[config.mk]
export PLATFORM = sky130hd
export DESIGN_NAME = reg_file_param
export DESIGN_NICKNAME = d
export VERILOG_FILES = /design/src/rtl/reg_pkg.sv /design/src/rtl/reg_cell.sv /design/src/rtl/reg_file_param.sv
export SDC_FILE = /design/constraint.sdc
export NUM_CORES = 1
export LEC_CHECK = 0
export CORE_ASPECT_RATIO = 0.9
export CORE_MARGIN = 3
export CORE_UTILIZATION = 45
export DETAILED_ROUTE_END_ITERATION = 8
export GPL_TIMING_DRIVEN = 0
export HOLD_SLACK_MARGIN = 0.1
export SLEW_MARGIN = 20
export SYNTH_ARGS = -nofsm -noshare
export SYNTH_HDL_FRONTEND = slang
export SYNTH_HIERARCHICAL = 1
export SYNTH_SLANG_ARGS = --single-unit
[constraint.sdc]
create_clock -name clk -period 1.8 [get_ports clk]
set_input_delay 0.18 -clock clk [delete_from_list [all_inputs] [get_ports clk]]
set_output_delay 0.18 -clock clk [all_outputs]
set_load 0.03 [all_outputs]
[src/rtl/reg_pkg.sv]
// rtl/reg_pkg.sv - funsel encoding shared by reg_cell and reg_file_param
package reg_pkg;

    localparam int FUNSEL_W = 3;

    localparam logic [FUNSEL_W-1:0] FUNSEL_CLR  = 3'b000;
    localparam logic [FUNSEL_W-1:0] FUNSEL_LOAD = 3'b001;
    localparam logic [FUNSEL_W-1:0] FUNSEL_INC  = 3'b010;
    localparam logic [FUNSEL_W-1:0] FUNSEL_DEC  = 3'b011;
    localparam logic [FUNSEL_W-1:0] FUNSEL_SHL  = 3'b100;
    localparam logic [FUNSEL_W-1:0] FUNSEL_SHR  = 3'b101;
    localparam logic [FUNSEL_W-1:0] FUNSEL_ROL  = 3'b110;
    localparam logic [FUNSEL_W-1:0] FUNSEL_HOLD = 3'b111;

    typedef enum logic [FUNSEL_W-1:0] {
        FS_CLR  = FUNSEL_CLR,
        FS_LOAD = FUNSEL_LOAD,
        FS_INC  = FUNSEL_INC,
        FS_DEC  = FUNSEL_DEC,
        FS_SHL  = FUNSEL_SHL,
        FS_SHR  = FUNSEL_SHR,
        FS_ROL  = FUNSEL_ROL,
        FS_HOLD = FUNSEL_HOLD
    } funsel_e;

endpackage

[src/rtl/reg_cell.sv]
// rtl/reg_cell.sv - one register with clear/load/inc/dec/shift/rotate; REGFILE_SAT_EN selects saturating inc/dec
module reg_cell
    import reg_pkg::*;
#(
    parameter int N = 8
) (
    input  logic                clk,
    input  logic                rst,
    input  logic                enable,
    input  logic [FUNSEL_W-1:0] funsel,
    input  logic [N-1:0]        load,
    output logic [N-1:0]        q,
    output logic                ovf
);

    localparam logic [N-1:0] ALL_ONES = {N{1'b1}};
    localparam logic [N-1:0] ONE      = {{(N-1){1'b0}}, 1'b1};

    logic [N-1:0] next_q;
    logic         ovf_term;

    // Next value and overflow term for the selected operation on the current value
    always_comb begin
        next_q   = q;
        ovf_term = 1'b0;
        case (funsel_e'(funsel))
            FS_CLR:  next_q = '0;
            FS_LOAD: next_q = load;
            FS_INC: begin
                if (q == ALL_ONES) begin
                    ovf_term = 1'b1;
`ifdef REGFILE_SAT_EN
                    next_q   = ALL_ONES;
`else
                    next_q   = '0;
`endif
                end else begin
                    next_q = q + ONE;
                end
            end
            FS_DEC: begin
                if (q == '0) begin
                    ovf_term = 1'b1;
`ifdef REGFILE_SAT_EN
                    next_q   = '0;
`else
                    next_q   = ALL_ONES;
`endif
                end else begin
                    next_q = q - ONE;
                end
            end
            FS_SHL: begin
                next_q   = {q[N-2:0], 1'b0};
                ovf_term = q[N-1];
            end
            FS_SHR:  next_q = {1'b0, q[N-1:1]};
            FS_ROL:  next_q = {q[N-2:0], q[N-1]};
            FS_HOLD: next_q = q;
            default: next_q = q;
        endcase
    end

    // Only a selected cell may contribute to the overflow flag
    assign ovf = enable & ovf_term;

    // Register update: reset wins, otherwise apply operation when selected
    always_ff @(posedge clk) begin
        if (rst) begin
            q <= '0;
        end else if (enable) begin
            q <= next_q;
        end
    end

endmodule

[src/rtl/reg_file_param.sv]
// rtl/reg_file_param.sv - R x N register file with per-register ops and two read ports; REGFILE_SAT_EN selects saturation
module reg_file_param
    import reg_pkg::*;
#(
    parameter int N  = 8,
    parameter int R  = 8,
    parameter int SW = $clog2(R)
) (
    input  logic                clk,
    input  logic                rst,
    input  logic [N-1:0]        load,
    input  logic [FUNSEL_W-1:0] funsel,
    input  logic [R-1:0]        rsel,
    input  logic [SW-1:0]       o1sel,
    input  logic [SW-1:0]       o2sel,
    output logic [N-1:0]        o1,
    output logic [N-1:0]        o2,
    output logic                ovf
);

    localparam int RA = 2 ** SW;

    logic [N-1:0] q_arr  [R];
    logic [N-1:0] rd_arr [RA];
    logic [R-1:0] ovf_terms;

    for (genvar i = 0; i < R; i++) begin : g_cell
        reg_cell #(.N(N)) u_cell (
            .clk    (clk),
            .rst    (rst),
            .enable (rsel[i]),
            .funsel (funsel),
            .load   (load),
            .q      (q_arr[i]),
            .ovf    (ovf_terms[i])
        );
    end

    // Pad the read view to a power of two so out-of-range addresses read as zero
    for (genvar i = 0; i < RA; i++) begin : g_rd
        if (i < R) begin : g_live
            assign rd_arr[i] = q_arr[i];
        end else begin : g_zero
            assign rd_arr[i] = '0;
        end
    end

    // Read ports reflect current register contents
    always_comb begin
        o1 = rd_arr[o1sel];
        o2 = rd_arr[o2sel];
    end

    // Overflow flag is valid for the single cycle after the offending edge
    always_ff @(posedge clk) begin
        if (rst) begin
            ovf <= 1'b0;
        end else begin
            ovf <= |ovf_terms;
        end
    end

endmodule

==> reports/metrics.cfg, run 1 <==
[drt]
first_pass_iters=5
drt_iter0_markers=1188
vias_per_cell=6.806
ant_nets=0
drt_wl_total_mm=36.89
wire_per_inst_um=23.57
drc_errors=0
vias=10651

[final_layout]
multi_input_area_um2=7622
syn_to_final_growth_pct=22.28
ff_latch_area_um2=1450
drive_gt1_frac=0.3014
n_fill_cell=1912
nNetsFinal=1330

[timing]
max_freq_mhz=511.2
timing.final.ws_setup_ns=-0.1564
drv_slew=0
fin_setup_tns_ns=-1.119
min_period_ns=1.956
maxSlewHeadroom=0.4516
worst_slew_pin_slew_ns=0.8200
rsz0062_at_grt=true
period_share=1.087
setup_viol=24
hold_viol=0
clock_skew_ns=0.01045

[placed_design]
place.gp.congestion=0.9463
portBuffers=36
dp_hpwl_mm=24.41
place_ws_ns=-1.486

[synthesis]
synth_edf_count=0
ys_ff_latch=65
synth_area_um2=9520
async_reset_ff_frac=0
synth_ff_type=dfxtp_1
ys_types=75
ys_seq_area_frac=0.1367
yosysWarningCount=6
syn_avg_cell_area_um2=8.061
syn_nets=1232
synthCells=1181

[floorplanning]
core_area_um2=20350
start_util=0.4677
die_w_um=159.3
dieArea_um2=22940
die_y_um=144.0
core.rowCount=49
ios=44

[power_and_ir_drop]
p_leak_nw=4.239
power_density_nw_per_um2=542.3
vdd_drop_max_uv=397.5

[clock_tree]
clockBufferDepth=2
cts_hold_buf=0
clkTransAtPathRegs_ns=0.06
clk_latency_ns=0.35
tritoncts=yes
cts_root_buf=clkbuf_16
cts_sinks=65
cts_max_level=3
cts_buffers=9

[min_path]
hold_path.class=in2reg

[critical_path]
r2r-end=ovf
worstPathArrival_ns=2.16
cp-start-kind=flop
cp.required_ns=2.00
reg2reg_setup_slack_ns=-0.16
r2r_cells=8
end_kind=flop
critPathKind=reg2reg
worstPathMaxFanout=5
crit_start=g_cell[5].u_cell/q[1]
critical_path.endpoint=ovf
r2r-start=g_cell[5].u_cell/q[1]

[global_route]
grt_pass1_vias=9635
gr-total-overflow=0
antenna_found_initial=1
grt.total_usage=0.3084
grt_pass1_wl_mm=55.99
grt_max_degree=62

[outcome]
outcome=finished, violations left
violations=negative setup slack

[job]
maxCapViolCount=0

layout by cell type, fill, tap and decap left out, types with 13 or more instances in the layout:
master,count
o21a_1,24
nor2_1,59
xnor2_1,13
buf_2,45
nand2_1,73
ha_1,16
o2bb2ai_1,13
mux2i_1,37
buf_4,67
inv_1,29
nand2b_1,21
clkbuf_1,13
mux2_4,16
a211oi_1,16
a21oi_1,46
a31oi_1,60
nand3_1,36
nor2b_1,35
mux4_2,28
dfxtp_4,36
buf_6,50
nor3_1,34
o21ai_0,113
o22ai_1,17
clkdlybuf4s50_1,15
and4b_1,13
dfxtp_1,18
worst min-delay path by stage:
stage | startpoint | to | slack, ns | cells past startpoint
6_report | rsel[7] | g_cell[7].u_cell/q[0] | 0.39 | 3
5_1_grt | rst | ovf | 0.40 | 2
4_1_cts | rsel[7] | g_cell[7].u_cell/q[0] | 0.36 | 3
2_1_floorplan | rst | ovf | 0.25 | 1
3_5_place_dp | g_cell[7].u_cell/q[0] | g_cell[7].u_cell/q[0] | 0.65 | 3
3_3_place_gp | g_cell[7].u_cell/q[0] | g_cell[7].u_cell/q[0] | 0.65 | 3
worst max-delay path: stages (launching register included):
cell and delay, ns:
dfxtp_4 0.37, buf_8 0.11, inv_4 0.04, ha_4 0.15, nor3b_4 0.15, and4_4 0.21, o21a_4 0.21, nor4_4 0.47
a21oi_2 0.11
power breakdown:
part           leakage [nW]  switching [W]  internal [W]
Clock                 0.144       0.000700       0.00111
Combinational          3.53        0.00157       0.00126
Sequential            0.563       0.000149       0.00153
sequential cells by signal, indices dropped and copies added (netlist names):
name	count
ovf	1
g_cell.u_cell/q	64
metal layers:
layer	part of all wire	wire, um	global-route usage
met3	0.11	4094	0.07102
met1	0.42	15430	0.4305
met2	0.43	15870	0.4641
met5	0	0	0
met4	0.040	1488	0.1216
final cells by class:
class	instances	share of cell area
Timing Repair Buffer	96	0.07459
Inverter	35	0.01215
Multi-Input combinational cell	950	0.6548
Tap cell	280	0.03009
Antenna cell	1	0.0002150
Clock inverter	3	0.003439
Sequential cell	65	0.1246
Buffer	122	0.07868
Clock buffer	13	0.02150
kinds of logic (layout without fill, tap and decap cells):
family,count (synthesis),in the layout,share of synthesized area
XOR/XNOR,22,22,0.02024
multiplexers,90,90,0.1509
adder cells (fa/ha/maj),24,24,0.03154
AND/OR/NAND/NOR,388,388,0.2521
flip-flops,65,65,0.1367
other,0,1,0
buffers and inverters,166,269,0.1019
AO/OA/AOI/OAI,426,426,0.3067
synthesized netlist by cell type, types with 8 or more instances:
library cell	number	area (um^2)
mux2i_1	37	370.4
a22o_1	8	70.07
nand2b_1	21	131.4
clkbuf_1	27	101.4
a311oi_1	14	122.6
a221oi_1	15	131.4
nor2b_1	36	225.2
o21ai_0	114	570.6
nand3b_1	12	90.09
xnor2_1	13	113.9
nor4_4	8	170.2
nor2_1	59	221.5
o2bb2ai_1	13	113.9
nand2_1	73	274.0
nor4bb_1	8	80.08
buf_1	10	37.54
nand3_1	36	180.2
dfxtp_1	65	1301
a211oi_1	18	135.1
a31oi_1	67	419.2
buf_2	56	280.3
o22ai_1	17	106.4
nor3_1	34	170.2
and4_1	16	140.1
mux2_2	21	236.5
nand4b_1	9	78.83
o21a_1	26	195.2
xor2_1	9	78.83
mux4_1	29	762.0
ha_1	24	300.3
a32oi_1	8	70.07
and4b_1	13	130.1
inv_1	35	131.4
o21ai_1	10	50.05
and2_1	8	50.05
nor3b_1	13	97.59
a21oi_1	52	260.3
buf_6	29	326.6
repair_timing:
action                     in CTS  in global routing
pin swaps                      18                 25
gates resized for setup       300                 97
setup buffers                  40                 19
setup endpoints to repair      81                 58
stage by stage:
stage                     utilization  total power (W)  area (um^2)  std cells  hold WS [ns]
after floorplan                     -         0.003337         9528       1181        0.2491
after global placement         0.5030         0.004051        10240       1497        0.6458
after detailed placement       0.5036         0.004053        10250       1498        0.6478
after CTS                      0.5503         0.006125        11200       1549        0.3632
after global routing           0.5719         0.006600        11640       1565        0.4015
final                          0.5719         0.006313        11640       1565        0.3892
No activity file was read; power rests on OpenSTA's default activity.
==> run 2, diff against run 1 <==
CORE_MARGIN = 8   (was 3)
==> run 2 against run 1 <==
  * The run still ends with negative setup slack left
  * Final cell count increased by 0.13%
  * Count of clock-buffer cells in the layout decreased by 1
  * Largest power group unchanged
  * Sequential power about the same
  * Critical path type unchanged
  * Sequential cell count unchanged
==> reports/metrics.cfg, run 2 (synthesis gave the netlist of run 1 again) <==
[final_layout]
drive_gt1_frac=0.3029  ; was 0.3014
largest_reg_flops=64  ; unchanged
largestRegisters=g_cell.u_cell/q (64), ovf (1)  ; unchanged
nNetsFinal=1328  ; was 1330
antenna_cells=0  ; was 1
final_cells=1567  ; was 1565
layout_commonest_cell=o21ai_0  ; unchanged
ff_latch_area_um2=1434  ; was 1450 um^2
syn_to_final_growth_pct=22.96  ; was 22.28%
final_cell_mix=o21ai_0, nand2_1, a31oi_1  ; was o21ai_0, nand2_1, buf_4
n_fill_cell=1938  ; was 1912
top_register=g_cell.u_cell/q  ; unchanged
multi_input_area_um2=7734  ; was 7622 um^2

[drt]
wire_per_inst_um=23.50  ; was 23.57 um
drt_iter0_markers=1456  ; was 1188
drt_wl_total_mm=36.83  ; was 36.89 mm
vias=10569  ; was 10651
vias_per_cell=6.745  ; was 6.806
drc_errors=0  ; unchanged
ant_nets=0  ; unchanged
first_pass_iters=6  ; was 5

[clock_tree]
tritoncts=yes  ; unchanged
cts_sinks=65  ; unchanged
clkTransAtPathRegs_ns=0.06  ; about the same
clockBufferDepth=2  ; unchanged
cts_root_buf=clkbuf_16  ; unchanged
clk_latency_ns=0.35  ; about the same
cts_buffers=9  ; unchanged
cts_max_level=3  ; unchanged

[critical_path]
critPathTopFamily=simple AND/OR/NAND/NOR gates  ; unchanged
cp.required_ns=1.99  ; was 2.00 ns
reg2reg_setup_slack_ns=-0.18  ; was -0.16 ns
end_kind=flop  ; unchanged
path_cells=buf_8, inv_2, ha_4, nor3b_4, and4_4, o21a_1, nor4_4, a21oi_2  ; was buf_8, inv_4, ha_4, nor3b_4, and4_4, o21a_4, nor4_4, a21oi_2
critPathKind=reg2reg  ; unchanged
worstPathArrival_ns=2.17  ; was 2.16 ns
cpMaxStageDelayCell=nor4_4  ; unchanged
slowest_delay_ns=0.46  ; was 0.47 ns
cp-start-kind=flop  ; unchanged
path_buf_inv=2  ; unchanged
worstPathMaxFanout=5  ; unchanged

[global_route]
grt_pass1_vias=9491  ; was 9635
grt_pass1_wl_mm=55.37  ; was 55.99 mm
antenna_found_initial=1  ; unchanged
grt.total_usage=0.2683  ; was 0.3084
gr-total-overflow=0  ; unchanged
grt_max_degree=62  ; unchanged

[timing]
setup_viol=26  ; was 24
worst_slew_pin_slew_ns=1.089  ; was 0.8200 ns
timing.final.ws_setup_ns=-0.1831  ; was -0.1564 ns
fin_setup_tns_ns=-1.385  ; was -1.119 ns
hold_viol=0  ; unchanged
period_share=1.102  ; was 1.087
maxSlewHeadroom=0.2740  ; was 0.4516
max_freq_mhz=504.3  ; was 511.2 MHz
clock_skew_ns=0.006154  ; was 0.01045 ns
rsz0062_at_grt=true  ; unchanged
min_period_ns=1.983  ; was 1.956 ns
drv_slew=0  ; unchanged

[floorplanning]
core_area_um2=20770  ; was 20350 um^2
ios=44  ; unchanged
dieArea_um2=26070  ; was 22940 um^2
start_util=0.4584  ; was 0.4677
die_w_um=169.3  ; was 159.3 um
core.rowCount=50  ; was 49
die_y_um=154.0  ; was 144.0 um

[job]
maxCapViolCount=0  ; unchanged

[power_and_ir_drop]
switching_share=0.3956  ; was 0.3838
p_leak_nw=4.254  ; was 4.239 nW
power_density_nw_per_um2=530.7  ; was 542.3 nW/um^2
internal_power_w=0.003755  ; was 0.003890 W
power_frac_comb=0.460  ; was 0.448
p_switching_w=0.002457  ; was 0.002423 W
seqPwrFrac=0.269  ; was 0.265
clkPwrFrac=0.271  ; was 0.286
vdd_drop_max_uv=431.3  ; was 397.5 uV

[placed_design]
dp.cells=1504  ; was 1498
portBuffers=36  ; unchanged
dp_hpwl_mm=24.62  ; was 24.41 mm
place.gp.congestion=0.9282  ; was 0.9463

[outcome]
violations=negative setup slack  ; unchanged
outcome=finished, violations left  ; unchanged

[min_path]
hold_path.class=in2reg  ; unchanged

run 2: per-stage QoR:
stage / utilization / setup slack (ns) / hold slack (ns) / cell area, um^2 / power [W]
3_3_place_gp: 0.4933 / -2.438 / 0.6472 / 10250 / 0.004057
3_5_place_dp: 0.4939 / -1.414 / 0.6450 / 10260 / 0.004051
5_1_grt: 0.5636 / -0.2314 / 0.3905 / 11710 / 0.006499
4_1_cts: 0.5339 / -0.1934 / 0.3441 / 11090 / 0.005942
6_report: 0.5636 / -0.1831 / 0.3682 / 11710 / 0.006212
2_1_floorplan: - / 0.001567 / 0.2491 / 9528 / 0.003337
run 2: tightest hold or removal path: cells and delay by family:
family,cells,cell delay (ns)
compound gates,1,0.09
buf+inv,1,0.19
simple gates,1,0.20
run 2: routing by layer:
layer / global-route usage / wire, um / up-vias
met1: 0.3761 / 15910 / 5056
met3: 0.07064 / 3975 / 82
li1: - / - / 4797
met4: 0.08253 / 1246 / 2
met5: 0 / 14 / -
met2: 0.3926 / 15680 / 632
run 2: what timing repair did:
action | CTS | global route
resized for setup | 272 | 122
pin swaps | 9 | 23
setup endpoints to repair | 81 | 72
hold buffers | 0 | 0
buffers inserted | 36 | 20
run 2: cell type report:
class                           instances  area share
Multi-Input combinational cell        950      0.6606
Inverter                               35     0.01218
Clock inverter                          3    0.001496
Tap cell                              286     0.03057
Timing Repair Buffer                   93     0.07396
Clock buffer                           12     0.02106
Sequential cell                        65      0.1225
Buffer                                123     0.07760
run 2: path summary, 6_finish.rpt:
check / startpoint / depth (start not counted) / to
setup / recovery: g_cell[4].u_cell/q[1] / 8 / ovf
hold / removal: rsel[7] / 3 / g_cell[7].u_cell/q[1]
setup reg to reg: g_cell[4].u_cell/q[1] / 8 / ovf
hold reg to reg: g_cell[6].u_cell/q[7] / 3 / g_cell[6].u_cell/q[7]
run 2: power groups by stage:
| stage | clock, W | combinational (W) | sequential [W] |
|---|---|---|---|
| 2_1_floorplan | 0 | 0.00168 | 0.00166 |
| 3_3_place_gp | 0 | 0.00234 | 0.00172 |
| 3_5_place_dp | 0 | 0.00233 | 0.00172 |
| 4_1_cts | 0.00172 | 0.00256 | 0.00166 |
| 5_1_grt | 0.00179 | 0.00303 | 0.00168 |
| 6_report | 0.00168 | 0.00286 | 0.00167 |
==> run 3, diff against run 2 <==
--- a/config.mk
+++ b/config.mk
@@ -7,3 +7,2 @@
 export LEC_CHECK = 0
-export CORE_ASPECT_RATIO = 0.9
 export CORE_MARGIN = 8
==> constraint.sdc (replaced) <==
create_clock -name clk -period 1.8 [get_ports clk]
set_input_delay 0.54 -clock clk [delete_from_list [all_inputs] [get_ports clk]]
set_output_delay 0.54 -clock clk [all_outputs]
set_load 0.03 [all_outputs]
==> run 3 against run 2 <==
  * The run still ends with negative setup slack left
  * Via count about the same
  * Final area increased by 1.0%
  * Wire length decreased by 0.48%
  * Clock power increased by 16%
==> reports/metrics.cfg, run 3 (synthesis gave the netlist of run 1 again) <==
[outcome]
outcome=finished, violations left  ; unchanged
violations=negative setup slack  ; unchanged

[timing]
setup_viol=21  ; was 26
worst_slew_pin_slew_ns=0.8899  ; was 1.089 ns
min_period_ns=2.302  ; was 1.983 ns
period_share=1.279  ; was 1.102
drv_slew=0  ; unchanged
maxSlewHeadroom=0.4067  ; was 0.2740
rsz0062_at_grt=true  ; unchanged
max_freq_mhz=434.4  ; was 504.3 MHz
clock_skew_ns=0.009877  ; was 0.006154 ns
hold_viol=0  ; unchanged
timing.final.ws_setup_ns=-0.5019  ; was -0.1831 ns

[placed_design]
place.gp.congestion=0.9731  ; was 0.9282
dp_hpwl_mm=24.43  ; was 24.62 mm
place_area_um2=10260  ; about the same
portBuffers=36  ; unchanged
dp.cells=1493  ; was 1504

[drt]
drc_errors=0  ; unchanged
ant_nets=0  ; unchanged
drt_wl_total_mm=36.65  ; was 36.83 mm
vias=10562  ; was 10569
vias_per_cell=6.894  ; was 6.745
wire_per_inst_um=23.92  ; was 23.50 um
drt_iter0_markers=1091  ; was 1456
first_pass_iters=5  ; was 6

[floorplanning]
start_util=0.4558  ; was 0.4584
dieArea_um2=26070  ; about the same
ios=44  ; unchanged
die_w_um=161.5  ; was 169.3 um
core.rowCount=53  ; was 50
core_area_um2=20890  ; was 20770 um^2
die_y_um=161.5  ; was 154.0 um

[final_layout]
final_cell_mix=o21ai_0, nand2_1, nor2_1  ; was o21ai_0, nand2_1, a31oi_1
final_cells=1532  ; was 1567
n_fill_cell=1881  ; was 1938
layout_commonest_cell=o21ai_0  ; unchanged
antenna_cells=0  ; unchanged
drive_gt1_frac=0.2983  ; was 0.3029
multi_input_area_um2=7916  ; was 7734 um^2
syn_to_final_growth_pct=24.25  ; was 22.96%
top_register=g_cell.u_cell/q  ; unchanged
largest_reg_flops=64  ; unchanged
ff_latch_area_um2=1358  ; was 1434 um^2
largestRegisters=g_cell.u_cell/q (64), ovf (1)  ; unchanged
nNetsFinal=1304  ; was 1328
fin_area_um2=11830  ; was 11710 um^2

[global_route]
grt_max_degree=62  ; unchanged
gr-total-overflow=0  ; unchanged
grt.total_usage=0.2685  ; was 0.2683
grt_pass1_wl_mm=56.14  ; was 55.37 mm
antenna_found_initial=0  ; was 1
grt_pass1_vias=9665  ; was 9491

[critical_path]
crit_top_cell=buf_12
path_buf_inv=3  ; was 2
end_kind=output pin  ; was flop
cp-start-kind=input port  ; was flop
critPathKind=in2out  ; was reg2reg
worstPathMaxFanout=8  ; was 5
cp.required_ns=1.26  ; was 1.99 ns
path_cells=buf_12, buf_12, mux4_2, mux2_4, buf_6  ; was buf_8, inv_2, ha_4, nor3b_4, and4_4, o21a_1, nor4_4, a21oi_2
worstPathArrival_ns=1.76  ; was 2.17 ns
slowest_delay_ns=0.52  ; was 0.46 ns
cp_num_cells=5  ; was 8
r2r_cells=8  ; unchanged
cpMaxStageDelayCell=mux4_2  ; was nor4_4
critPathTopFamily=multiplexers  ; was simple AND/OR/NAND/NOR gates

[min_path]
hold_depth=3  ; unchanged
hold_path.class=reg2reg  ; was in2reg

[clock_tree]
cts_buffers=9  ; unchanged
cts_root_buf=clkbuf_16  ; unchanged
cts_max_level=3  ; unchanged
tritoncts=yes  ; unchanged
clk_latency_ns=0.34  ; was 0.35 ns
clkTransAtPathRegs_ns=0.05  ; was 0.06 ns
cts_sinks=65  ; unchanged
clockBufferDepth=2  ; unchanged

[power_and_ir_drop]
vdd_drop_max_uv=430.0  ; was 431.3 uV
power_density_nw_per_um2=553.1  ; was 530.7 nW/um^2
p_leak_nw=4.277  ; was 4.254 nW

[job]
maxCapViolCount=0  ; unchanged

run 3: cell count changes in the layout (fill, tap and decap cells not counted), moves of 5 or more:
cell	before	now
o21a_1	25	20
clkdlybuf4s50_1	15	7
dfxtp_4	30	8
dfxtp_2	16	21
buf_6	50	56
dlygate4sd2_1	1	8
a31oi_4	0	5
buf_2	48	34
dfxtp_1	19	36
buf_1	9	4
buf_4	57	41
run 3: layer usage:
metal / wire length [um] / track usage / share of wire
met1: 15650 / 0.3709 / 0.43
met3: 3331 / 0.04200 / 0.091
met4: 1613 / 0.1191 / 0.044
met2: 16050 / 0.4045 / 0.44
met5: 0 / 0 / 0
run 3: cell type report:
| class | instances | share of cell area |
|---|---|---|
| well taps | 275 | 0.02909 |
| repair buffers | 76 | 0.06844 |
| flip-flops and latches | 65 | 0.1148 |
| inverters | 35 | 0.01216 |
| plain buffers | 116 | 0.07997 |
| multi-input cells | 950 | 0.6692 |
| clock inverters | 3 | 0.005500 |
| clock buffers | 12 | 0.02084 |
run 3: stage by stage:
| step | setup TNS (ns) | hold slack (ns) | setup WS (ns) | utilization | power [W] |
|---|---|---|---|---|---|
| floorplan | -5.014 | 0.5751 | -0.3221 | - | 0.003378 |
| global placement | -180.87 | 0.6334 | -2.763 | 0.4907 | 0.004096 |
| detailed placement | -88.50 | 0.6409 | -1.506 | 0.4913 | 0.004093 |
| CTS | -8.084 | 0.6273 | -0.5070 | 0.5458 | 0.006337 |
| global route | -8.888 | 0.6511 | -0.5236 | 0.5663 | 0.006830 |
| finish | -8.021 | 0.6266 | -0.5019 | 0.5663 | 0.006542 |
run 3: path summary, 6_finish.rpt:
kind | slack, ns | end | start
max | -0.50 | o1[3] | o1sel[0]
max reg2reg | -0.13 | ovf | g_cell[2].u_cell/q[0]
min reg2reg | 0.63 | g_cell[7].u_cell/q[1] | g_cell[7].u_cell/q[1]
min | 0.63 | g_cell[7].u_cell/q[1] | g_cell[7].u_cell/q[1]
run 3: power by group:
part | switching (W) | internal (W)
Combinational | 0.00157 | 0.00131
Sequential | 0.000172 | 0.00154
Clock | 0.000709 | 0.00124
Total | 0.00245 | 0.00409
run 3: what timing repair did:
item                       4_1_cts  5_1_grt
hold buffers                     0        0
gates resized for setup        298      100
gates cloned                     2        1
buffers inserted                26       15
setup endpoints to repair       82       73
pin swaps                       23       27
run 3: worst register-to-register path, stage by stage, from the launching register on:
cell	delay, ns
dfxtp_4	0.38
buf_6	0.14
inv_1	0.09
ha_1	0.22
nor3b_2	0.17
and4_4	0.23
o21a_2	0.27
nor4_4	0.16
a21oi_2	0.11
